--- src/rtl/counter_pkg.sv ---
// Shared definitions for the universal modulo counter.
// Holds mode constants and the operation decode used by the top level.
package counter_pkg;

    // Boundary behaviour selected by the SAT parameter
    localparam bit CNT_WRAP = 1'b0;
    localparam bit CNT_SAT  = 1'b1;

    // Operation chosen for one clock edge once priority is resolved.
    // OP_HOLD covers both hdb=0 and en=0.
    typedef enum logic [2:0] {
        OP_CLR  = 3'd0,
        OP_LD   = 3'd1,
        OP_HOLD = 3'd2,
        OP_UP   = 3'd3,
        OP_DN   = 3'd4
    } op_e;

    // Resolve the active-low controls in priority order:
    // clear > load > hold > disable > count (direction from upb).
    function automatic op_e decode_op(
        input logic clrb,
        input logic ldb,
        input logic hdb,
        input logic en,
        input logic upb
    );
        op_e op;
        if (!clrb) begin
            op = OP_CLR;
        end else if (!ldb) begin
            op = OP_LD;
        end else if (!hdb || !en) begin
            op = OP_HOLD;
        end else if (upb) begin
            op = OP_DN;
        end else begin
            op = OP_UP;
        end
        return op;
    endfunction

endpackage

--- src/rtl/mod_step_alu.sv ---
// Combinational modulo step: next value and boundary flag for one count.
// Ports: q (current), s (clamped step), dn (1=down) -> nxt, ovf.
module mod_step_alu
    import counter_pkg::*;
#(
    parameter int WIDTH  = 8,
    parameter int MODULO = 256,
    parameter bit SAT    = CNT_WRAP
) (
    input  logic [WIDTH-1:0] q,
    input  logic [WIDTH-1:0] s,
    input  logic             dn,
    output logic [WIDTH-1:0] nxt,
    output logic             ovf
);

    // Modulus needs one extra bit when MODULO == 2**WIDTH
    localparam logic [WIDTH:0]   MOD_W = (WIDTH+1)'(MODULO);
    // Truncated modulus: 0 when MODULO == 2**WIDTH, which is still
    // correct for the wrap arithmetic below since it is mod 2**WIDTH.
    localparam logic [WIDTH-1:0] MOD_T = WIDTH'(MODULO);
    localparam logic [WIDTH-1:0] LIMIT = WIDTH'(MODULO - 1);

    logic [WIDTH:0] sum;

    always_comb begin
        sum = {1'b0, q} + {1'b0, s};
        nxt = q;
        ovf = 1'b0;
        if (!dn) begin
            if (sum < MOD_W) begin
                nxt = sum[WIDTH-1:0];
            end else begin
                ovf = 1'b1;
                // Wrapped result is below MODULO, so the WIDTH-bit
                // form of q+s-MODULO is exact.
                nxt = (SAT == CNT_SAT) ? LIMIT : (q + s - MOD_T);
            end
        end else begin
            if (q >= s) begin
                nxt = q - s;
            end else begin
                ovf = 1'b1;
                nxt = (SAT == CNT_SAT) ? '0 : (q + MOD_T - s);
            end
        end
    end

endmodule

--- src/rtl/univ_mod_counter.sv ---
// Universal modulo counter with step, wrap/saturate, cascade and flags.
// Ports: clk, rstb, en, clrb, ldb, hdb, upb, d, step, cmp -> q, tc, ovf, ld_err, match.
module univ_mod_counter
    import counter_pkg::*;
#(
    parameter int WIDTH  = 8,
    parameter int MODULO = 256,
    parameter bit SAT    = CNT_WRAP
) (
    input  logic             clk,
    input  logic             rstb,
    input  logic             en,
    input  logic             clrb,
    input  logic             ldb,
    input  logic             hdb,
    input  logic             upb,
    input  logic [WIDTH-1:0] d,
    input  logic [WIDTH-1:0] step,
    input  logic [WIDTH-1:0] cmp,
    output logic [WIDTH-1:0] q,
    output logic             tc,
    output logic             ovf,
    output logic             ld_err,
    output logic             match
);

    localparam logic [WIDTH:0]   MOD_W = (WIDTH+1)'(MODULO);
    localparam logic [WIDTH-1:0] LIMIT = WIDTH'(MODULO - 1);

    op_e             op;
    logic [WIDTH-1:0] s;
    logic [WIDTH-1:0] alu_nxt;
    logic             alu_ovf;
    logic             d_big;

    always_comb begin
        op = decode_op(clrb, ldb, hdb, en, upb);
    end

    // A step larger than the range would skip past a full cycle;
    // clamp it so one edge never moves more than MODULO-1.
    assign s     = (step > LIMIT) ? LIMIT : step;
    assign d_big = ({1'b0, d} >= MOD_W);

    mod_step_alu #(
        .WIDTH  (WIDTH),
        .MODULO (MODULO),
        .SAT    (SAT)
    ) u_alu (
        .q   (q),
        .s   (s),
        .dn  (upb),
        .nxt (alu_nxt),
        .ovf (alu_ovf)
    );

    // Flags default to 0 every edge so they pulse for exactly one cycle
    always_ff @(posedge clk) begin
        if (!rstb) begin
            q      <= '0;
            ovf    <= 1'b0;
            ld_err <= 1'b0;
        end else begin
            ovf    <= 1'b0;
            ld_err <= 1'b0;
            unique case (op)
                OP_CLR: begin
                    q <= '0;
                end
                OP_LD: begin
                    q      <= d_big ? LIMIT : d;
                    ld_err <= d_big;
                end
                OP_HOLD: begin
                    q <= q;
                end
                OP_UP, OP_DN: begin
                    q   <= alu_nxt;
                    ovf <= alu_ovf;
                end
                default: begin
                    q <= q;
                end
            endcase
        end
    end

    assign tc    = upb ? (q == '0) : (q == LIMIT);
    assign match = (q == cmp);

endmodule

--- config.mk ---
export PLATFORM = sky130hd
export DESIGN_NAME = univ_mod_counter
export DESIGN_NICKNAME = d
export VERILOG_FILES = /design/src/rtl/counter_pkg.sv /design/src/rtl/mod_step_alu.sv /design/src/rtl/univ_mod_counter.sv
export SDC_FILE = /design/constraint.sdc
export NUM_CORES = 1
export LEC_CHECK = 0
export CAP_MARGIN = 20
export CORE_MARGIN = 4
export CORE_UTILIZATION = 46
export CTS_CLUSTER_DIAMETER = 30
export DETAILED_ROUTE_END_ITERATION = 6
export GPL_TIMING_DRIVEN = 0
export PLACE_DENSITY_LB_ADDON = 0.15
export REMOVE_ABC_BUFFERS = 1
export SKIP_CTS_REPAIR_TIMING = 1
export SYNTH_ARGS = -nofsm -noshare
export SYNTH_HDL_FRONTEND = slang
export SYNTH_SLANG_ARGS = --single-unit
--- constraint.sdc ---
create_clock -name clk -period 2.32 [get_ports clk]
set_input_delay 0.348 -clock clk [delete_from_list [all_inputs] [get_ports clk]]
set_output_delay 0.348 -clock clk [all_outputs]
set_load 0.02 [all_outputs]
==> impl_metrics.ini <==
[critical_path]
r2r_end = ovf
worstSetupEndpoint = ovf
rr_startpoint = q[0]
reg2reg_slack_ns = 0.17
cp.required_ns = 2.49
worst_setup_path_start_kind = primary input
worstPathMaxFanout = 2
critical_path.startpoint = step[0]
crit_path_end_kind = flip-flop
crit_type = in -> reg
arrival_ns = 2.44
rr_worst_depth = 9

[floorplan]
io_pins = 43
core_um2 = 2570
rows = 18
die_area_um2 = 3700
die_h_um = 60.8
die_x_um = 60.8
initial_utilization = 0.500

[pwr]
clockPowerShare = 0.221
p_seq_frac = 0.314
p_switching_uw = 202
p_leak_uw = 0.000733
power_density_nw_per_um2 = 315
intPower_uw = 361
ir_drop_mv = 0.235
sw_frac_of_total = 0.358
p_comb_frac = 0.465

[timing]
finalSetupViolations = 0
finClkSkew_ns = 0.00389
post-route-min-period_ns = 2.27
final_hold_viol_count = 0
worst_pin_slew_ns = 0.755
slew_violations = 0
slew_headroom = 0.496
fin_hold_ws_ns = 0.663
fin_crit_sh = 0.979
clock.fmax_mhz = 440

[yosys]
ys_async_sr_fraction = 0
syn-cell-area_um2 = 1280
synth.distinct_cells = 52
synthCells = 163
ys_seq_area_frac = 0.140
synth_compound_area_frac = 0.281
ys.flop_type = dfxtp_1
synth_fa_ha_area_frac = 0.187
yosysWarnings = 0
synthSimpleGateAreaFrac = 0.219
avgSynthCellArea_um2 = 7.88
synth_top_family_by_area = compound AO/OA/AOI/OAI gates
ys_ff_latch = 9
synthXorXnorAreaFrac = 0.0682
synth_edf_count = 0
synth.area.mux_share = 0.0253

[clock_network]
clk_path_buf_depth = 2
cts-root-buf = clkbuf_4
clk_pin_slew_worst_paths_ns = 0.07
cts_tree = built
cts.sinks = 9
htreeDepth = 1
clk_latency_ns = 0.26
cts_made_buffers = 3

[grt]
grt_use_total = 0.208
overflow = 0
grt_pass1_vias = 1301
grt_pass1_wl_um = 5930
grt_max_degree = 21
antenna_found_initial = 0

[routing]
wl_per_cell_um = 16.0
vias_per_cell = 6.00
drt_iter0_drc = 63
wl_um = 3760
dr_total_vias = 1410
drt_first_pass_iters = 4
antenna_left = 0
drc = 0

[placed_design]
gp_congestion = 0.851
portBuffers = 41
dp_hpwl_um = 2970

[layout]
antenna_cells = 0
nNetsFinal = 255
final_util = 0.697
drive_gt1_frac = 0.107
synthToLayoutAreaGrowth_pct = 39.4

[run]
max_cap_viol_count = 0

[run_status]
status = finished clean

[worst_hold_path]
min_path_type = in -> reg
cells in the final DEF (no fill, tap or decap), types with 4 or more instances in the layout:
cell             instances
nand4_1                  4
xnor2_1                  9
a22oi_1                  5
nor2_1                   6
dfxtp_1                  7
inv_1                   19
ha_1                    15
nand3_1                  4
o21ai_1                  4
nor2b_1                  4
clkdlybuf4s50_1         38
and3_1                   5
a21oi_1                  8
nor3_1                   4
o21ai_0                  6
nand2_1                 10
logic make-up (layout without fill, tap and decap cells):
family	count (synthesis)	after routing
AOI/OAI and AO/OA	48	48
DFF	9	9
adders and majority gates	18	18
buffers and inverters	24	66
muxes	3	3
and+or+nand+nor	50	50
xor gates and xnor gates	10	10
other	1	1
Yosys cell counts (all sizes together), types with 3 or more instances:
master	number	area (µm²)
inv	19	71.3
and3	5	31.3
o21ai	10	50.1
a22oi	5	37.5
nand2	10	37.5
nor2	6	22.5
ha	16	200
a21oi	10	53.8
nand3	4	20.0
xnor2	9	78.8
nor3	4	20.0
nor4	3	18.8
nor2b	5	33.8
nand4	4	25.0
buf	4	22.5
dfxtp	9	180
nand3b	3	22.5
sequential cells by signal (all words and copies together), names as in the netlist:
signal / cells
q: 8
ovf: 1
power by group through the flow:
| stage | combinational [µW] | sequential [µW] | clock (µW) |
|---|---|---|---|
| global placement | 244 | 179 | 0 |
| floorplan | 136 | 183 | 0 |
| detailed placement | 251 | 180 | 0 |
| CTS | 252 | 176 | 123 |
| global route | 284 | 178 | 136 |
| finish | 262 | 177 | 124 |
critical path, cell delays in order:
cell	delay, ns
clkdlybuf4s50_1	0.49
ha_1	0.20
inv_1	0.06
fa_1	0.41
a21oi_2	0.18
o21ai_1	0.15
o311ai_2	0.33
a21oi_1	0.15
o32ai_1	0.13
area by class of cell:
class | instances | area, µm²
Multi-Input combinational cell | 130 | 1040
Fill cell | 215 | 778
Timing Repair Buffer | 43 | 433
Sequential cell | 9 | 183
Inverter | 19 | 71.3
Tap cell | 30 | 37.5
Clock buffer | 4 | 26.3
how the worst min path moves through the flow:
stage                       to  cells past startpoint  slack [ns]  start
after floorplan            ovf                      1        0.47    upb
after global placement    q[2]                      2        0.74   q[2]
after detailed placement  q[4]                      2        0.75   q[4]
after CTS                 q[1]                      3        0.66   d[1]
after global routing      q[1]                      3        0.71   d[1]
final                     q[1]                      3        0.66   d[1]
routing by layer:
layer,track usage,part of all wire,vias up
met5,0,0,-
met2,0.345,0.49,50
met1,0.284,0.43,669
met4,0.0341,0.0056,0
met3,0.0404,0.075,2
li1,-,-,689
stage by stage:
| step | cells | worst slack [ns] | total power [µW] | instance area [µm²] | TNS [ns] |
|---|---|---|---|---|---|
| global route | 235 | -0.0179 | 599 | 1790 | -0.0179 |
| detailed placement | 229 | -0.380 | 431 | 1710 | -1.30 |
| finish | 235 | 0.0489 | 563 | 1790 | 0 |
| global placement | 229 | -0.379 | 424 | 1710 | -1.13 |
| floorplan | 158 | 0.239 | 318 | 1260 | 0 |
| CTS | 233 | -0.365 | 552 | 1730 | -0.409 |
Note: power is estimated with default switching activity, not from simulation.
